--- src/rtl/riscv_pkg.sv ---
// rtl/riscv_pkg.sv - shared RISC-V architectural constants
package riscv_pkg;

  localparam int XLEN  = 32;
  localparam int NREGS = 32;
  localparam int AW    = $clog2(NREGS);

  localparam logic [AW-1:0] REG_ZERO = AW'(0);
  localparam logic [AW-1:0] REG_RA   = AW'(1);
  localparam logic [AW-1:0] REG_SP   = AW'(2);

endpackage

--- src/rtl/regfile_entry.sv ---
// rtl/regfile_entry.sv - one architectural register with sync reset and load enable
module regfile_entry
  import riscv_pkg::*;
#(
  parameter int W = XLEN
) (
  input  logic         clk,
  input  logic         reset,
  input  logic         load,
  input  logic [W-1:0] d,
  output logic [W-1:0] q
);

  // Reset takes priority so a WB write in a reset cycle is dropped.
  always_ff @(posedge clk) begin
    if (reset) begin
      q <= '0;
    end else if (load) begin
      q <= d;
    end
  end

endmodule

--- src/rtl/reg_file_2r1w.sv ---
// rtl/reg_file_2r1w.sv - integer register file, two combinational reads, one sync write
module reg_file_2r1w #(
  parameter int XLEN   = riscv_pkg::XLEN,
  parameter int NREGS  = riscv_pkg::NREGS,
  parameter int BYPASS = 1,
  localparam int AW    = $clog2(NREGS)
) (
  input  logic            clk,
  input  logic            reset,
  input  logic [AW-1:0]   rs1_addr,
  input  logic [AW-1:0]   rs2_addr,
  output logic [XLEN-1:0] rs1_data,
  output logic [XLEN-1:0] rs2_data,
  input  logic            reg_write,
  input  logic [AW-1:0]   rd_addr,
  input  logic [XLEN-1:0] rd_data
);

  import riscv_pkg::*;

  localparam logic [AW-1:0] ZERO_ADDR = AW'(REG_ZERO);

  logic [XLEN-1:0]  regs [NREGS];
  logic [NREGS-1:0] wr_en;
  logic             byp_active;

  always_comb begin
    wr_en = '0;
    if (reg_write && (rd_addr != ZERO_ADDR)) begin
      wr_en[rd_addr] = 1'b1;
    end
  end

  // x0 is hardwired; it has no storage at all.
  assign regs[0] = '0;

  for (genvar i = 1; i < NREGS; i++) begin : g_entry
    regfile_entry #(
      .W(XLEN)
    ) u_entry (
      .clk  (clk),
      .reset(reset),
      .load (wr_en[i]),
      .d    (rd_data),
      .q    (regs[i])
    );
  end

  // Forwarding is gated by reset so a cleared file never exposes the WB value.
  assign byp_active = (BYPASS != 0) && !reset && reg_write;

  always_comb begin
    rs1_data = regs[rs1_addr];
    if (rs1_addr == ZERO_ADDR) begin
      rs1_data = '0;
    end else if (byp_active && (rd_addr == rs1_addr)) begin
      rs1_data = rd_data;
    end
  end

  always_comb begin
    rs2_data = regs[rs2_addr];
    if (rs2_addr == ZERO_ADDR) begin
      rs2_data = '0;
    end else if (byp_active && (rd_addr == rs2_addr)) begin
      rs2_data = rd_data;
    end
  end

endmodule

--- config.mk ---
export PLATFORM = sky130hd
export DESIGN_NAME = reg_file_2r1w
export DESIGN_NICKNAME = d
export VERILOG_FILES = /design/src/rtl/riscv_pkg.sv /design/src/rtl/regfile_entry.sv /design/src/rtl/reg_file_2r1w.sv
export SDC_FILE = /design/constraint.sdc
export NUM_CORES = 2
export LEC_CHECK = 0
export ABC_AREA = 1
export BUFFER_PORTS_ARGS = -buffer_cell sky130_fd_sc_hd__buf_2
export CORE_ASPECT_RATIO = 0.5
export CORE_MARGIN = 8
export CORE_UTILIZATION = 40
export CTS_BUF_LIST = sky130_fd_sc_hd__clkbuf_8 sky130_fd_sc_hd__clkbuf_16
export CTS_CLUSTER_SIZE = 25
export DETAILED_ROUTE_END_ITERATION = 16
export SLEW_MARGIN = 10
export SYNTH_ARGS = -nofsm -noshare
export SYNTH_HDL_FRONTEND = slang
export SYNTH_SLANG_ARGS = --single-unit
export TNS_END_PERCENT = 1
--- constraint.sdc ---
create_clock -name clk -period 2.8 [get_ports clk]
set_input_delay 0.14 -clock clk [delete_from_list [all_inputs] [get_ports clk]]
set_output_delay 0.14 -clock clk [all_outputs]
set_load 0.05 [all_outputs]
==> summary.md <==
| Metric | Value |
|---|---|
| Mapped Cells | 9194 |
| CP max stage cell | a21oi_1 |
| Drt pass-1 iters | 8 |
| Root buffer cell | clkbuf_16 |
| Worst R2R Start | g_entry[13].u_entry.q[11] |
| Util after Layout | 0.451 |
| Highest clock rate | roughly 370 MHz |
| Port Buffer Count | around 110 |
| Largest area contributor in the netlist | dfxtp_1 |
| Non-filler instance count after layout | roughly 11000 |
| PD cells | between 500 and 600 nW/um^2 |
| Chip Height | between 200 and 300 microns |
| Initial antenna violation count | 5 |
| Crit Path Class | reg2out |
| Most common cell in the netlist | nand2_1 |
| # nets final | ~8900 |
| VDD IR-drop max | about 0.50 mV |
| DRC viols | 0 |
| Crit-path cells | nand2_1, nand3_1, nand2_1, inv_1, nand3_1, nand3_1, nand2_1, a21oi_1, buf_4, buf_12 |
| Drt wl/cell | between 20 and 25 microns |
| Worst Hold Slack | 37.3 ps |
| First-pass GRT wire length | between 300 and 400 mm |
| Later-pin clock latency in the skew report | ~700 ps |
| Reg2reg setup slack | between 1000 and 1500 ps |
| Final hold violation count | 0 |
| Hold Path Stages | 4 |
| Placer Congestion | 0.949 |
| H-tree levels | 3 |
| CP max stage delay | approximately 420 ps |
| Die width | 548 microns |
| Register area share after synthesis | 0.351 |
| Ranking of synthesized cells by area | dfxtp_1 35%, nand2_1 19%, nand3_1 11% |
| Path category of the worst min-delay check | in2reg |
| Slew HR | 0.228 |
| Num ports | between 100 and 150 |
| Hold path startpoint | rd_data[2] |
| Clock Skews | 0 ps |
| Drt first-iter violations | 8592 |
| Run status | finished, final reports clean |
| HPWL Detailed | 148 mm |
| Final Cell Area | 63200 sq um |
| Fin crit share | 0.961 |
| Distinct cells, synth | 27 |
| CP Buf/Inv Count | 3 |
| Die Area | 155000 sq um |
| Worst endpoint required time | 2660 ps |
| Synthesis-stage register bit count | roughly 990 |
| Placement Rows | 97 |
| TNS Setup | 0 ps |
| Hold endpoint | g_entry[2].u_entry.q[2] |
| Ys flop type | dfxtp_1 |
| Tmin final | approximately 2700 ps |
| P_leak | 25.9 nW |
| Routed Wire Length | about 250 mm |
| Final ANT Viol Nets | 0 |
| RSZ-0062 raised after global routing | false |
| CP Launch Type | register |
| Yosys warning count | 0 |
| CP endpoint kind | primary output |
| Vias | 61918 |
| Synth cell count leaders | 2926 x nand2_1, 1242 x nand3_1, 992 x dfxtp_1, 926 x nor2_1, 822 x inv_1 |
| Placed Cells incl. Taps | approximately 11000 |
| Final Max Slew Viols | 0 |
| Total gr overflow | 0 |
| Post-Syn Area | between 50000 and 60000 sq um |
| CTS buffer count | 100 |
| CTS Buffer Depth | 3 |
| Starting Density | 0.404 |
| Max-cap viol count | 0 |
| Arrival time at the worst endpoint | between 2000 and 3000 ps |
| Reg2reg path depth | 3 |
| Tot GR Track Use | 0.306 |
| EDFF count, synth | 0 |
| Area grow syn2layout | 11.6% |
| Avg Inst Size Synth | between 6 and 7 sq um |
| Largest net degree at the start of global routing | around 200 |
| Max FFs per register | 992 |
| Vias per std cell | 5.70 |
| Regs by FF count | g_entry.u_entry.q: 992 flops |
| CTS sink cnt | 992 |
| Crit path max-delay family | simple AND/OR/NAND/NOR gates |
| Final setup fails | 0 |
| Actual slew at the worst max-slew pin | between 1000 and 1500 ps |
| Reg2reg end | g_entry[13].u_entry.q[11] |
| Vias in the first global route | around 55000 |
| Share of cells above drive strength 1 | 0.0776 |
| CTS tree | built |
| Largest driver fanout on the critical path | 3 |
| Largest Register | g_entry.u_entry.q |
| Postcts setup bufs | 0 |
| Mapped Nets | 9244 |
| Top-area cell type share of the netlist area | 0.351 |
| Core ar. | about 140000 sq um |
| Worst-path clk slew | ~60 ps |
| FFs w/ async S/R, synth | 0 |
| Placed Area | between 50000 and 60000 sq um |
-- worst register-to-register path, cell delays in order, from the launching register on --
cell and delay, ps:
dfxtp_1 310, inv_1 70, a211oi_1 320, dlygate4sd3_1 620
-- timing repair --
item,CTS,global route
endpoints found under the setup margin,0,2
endpoints found under the hold margin,257,0
hold buffers,22,0
resized for setup,0,2
-- power breakdown --
group | switching (mW) | internal (mW)
logic | 4.13 | 1.52
registers | 0.0629 | 14.3
clock network | 6.26 | 7.51
-- final cells by class --
class,instances,area [sq um]
diodes,7,17.5
clock buffers,126,2880
clock inverters,55,358
fillers,14682,77100
inverters,869,3300
multi-input cells,6518,30200
flip-flops and latches,992,19900
well taps,1881,2350
repair buffers,408,4210
-- metal layers --
layer	track usage	wire, microns
met4	0.143	12900
met1	0.424	104000
met2	0.449	100000
met3	0.0697	29500
met5	0	0
-- worst max path at each step --
| stage | from | to | slack, ps | cells after the start |
|---|---|---|---|---|
| 2_1_floorplan | rs2_addr[0] | rs2_data[22] | 680 | 12 |
| 3_3_place_gp | rs1_addr[0] | rs1_data[14] | 290 | 16 |
| 3_5_place_dp | rs1_addr[2] | rs1_data[4] | 280 | 12 |
| 4_1_cts | g_entry[1].u_entry.q[8] | rs1_data[8] | 30 | 9 |
| 5_1_grt | g_entry[25].u_entry.q[0] | rs1_data[0] | 40 | 10 |
| 6_report | g_entry[17].u_entry.q[27] | rs2_data[27] | 110 | 10 |
-- cells in the final DEF, fill, tap and decap left out, types with 101 or more instances in the layout --
| master | instances |
|---|---|
| a211oi_1 | 634 |
| a21oi_1 | 445 |
| buf_12 | 101 |
| buf_4 | 192 |
| clkbuf_16 | 102 |
| dfxtp_1 | 992 |
| inv_1 | 843 |
| nand2_1 | 2926 |
| nand3_1 | 1238 |
| nor2_1 | 919 |
| o211ai_1 | 122 |
-- through the flow --
step	total power [mW]	worst slack, ps
finish	33.8	109
global route	34.8	44.8
CTS	33.7	32.6
detailed placement	20.1	276
global placement	20.1	295
floorplan	17.9	680
-- kinds of logic (layout without fill, tap and decap cells) --
family | count (synthesis) | after routing | share of synthesized area
xor+xnor | 2 | 2 | 0.000309
compound gates | 1341 | 1341 | 0.157
other cells | 0 | 7 | 0
simple gates | 5175 | 5175 | 0.375
buf+inv | 1684 | 1458 | 0.117
flops | 992 | 992 | 0.351
Power figures use the tool's default switching activity.
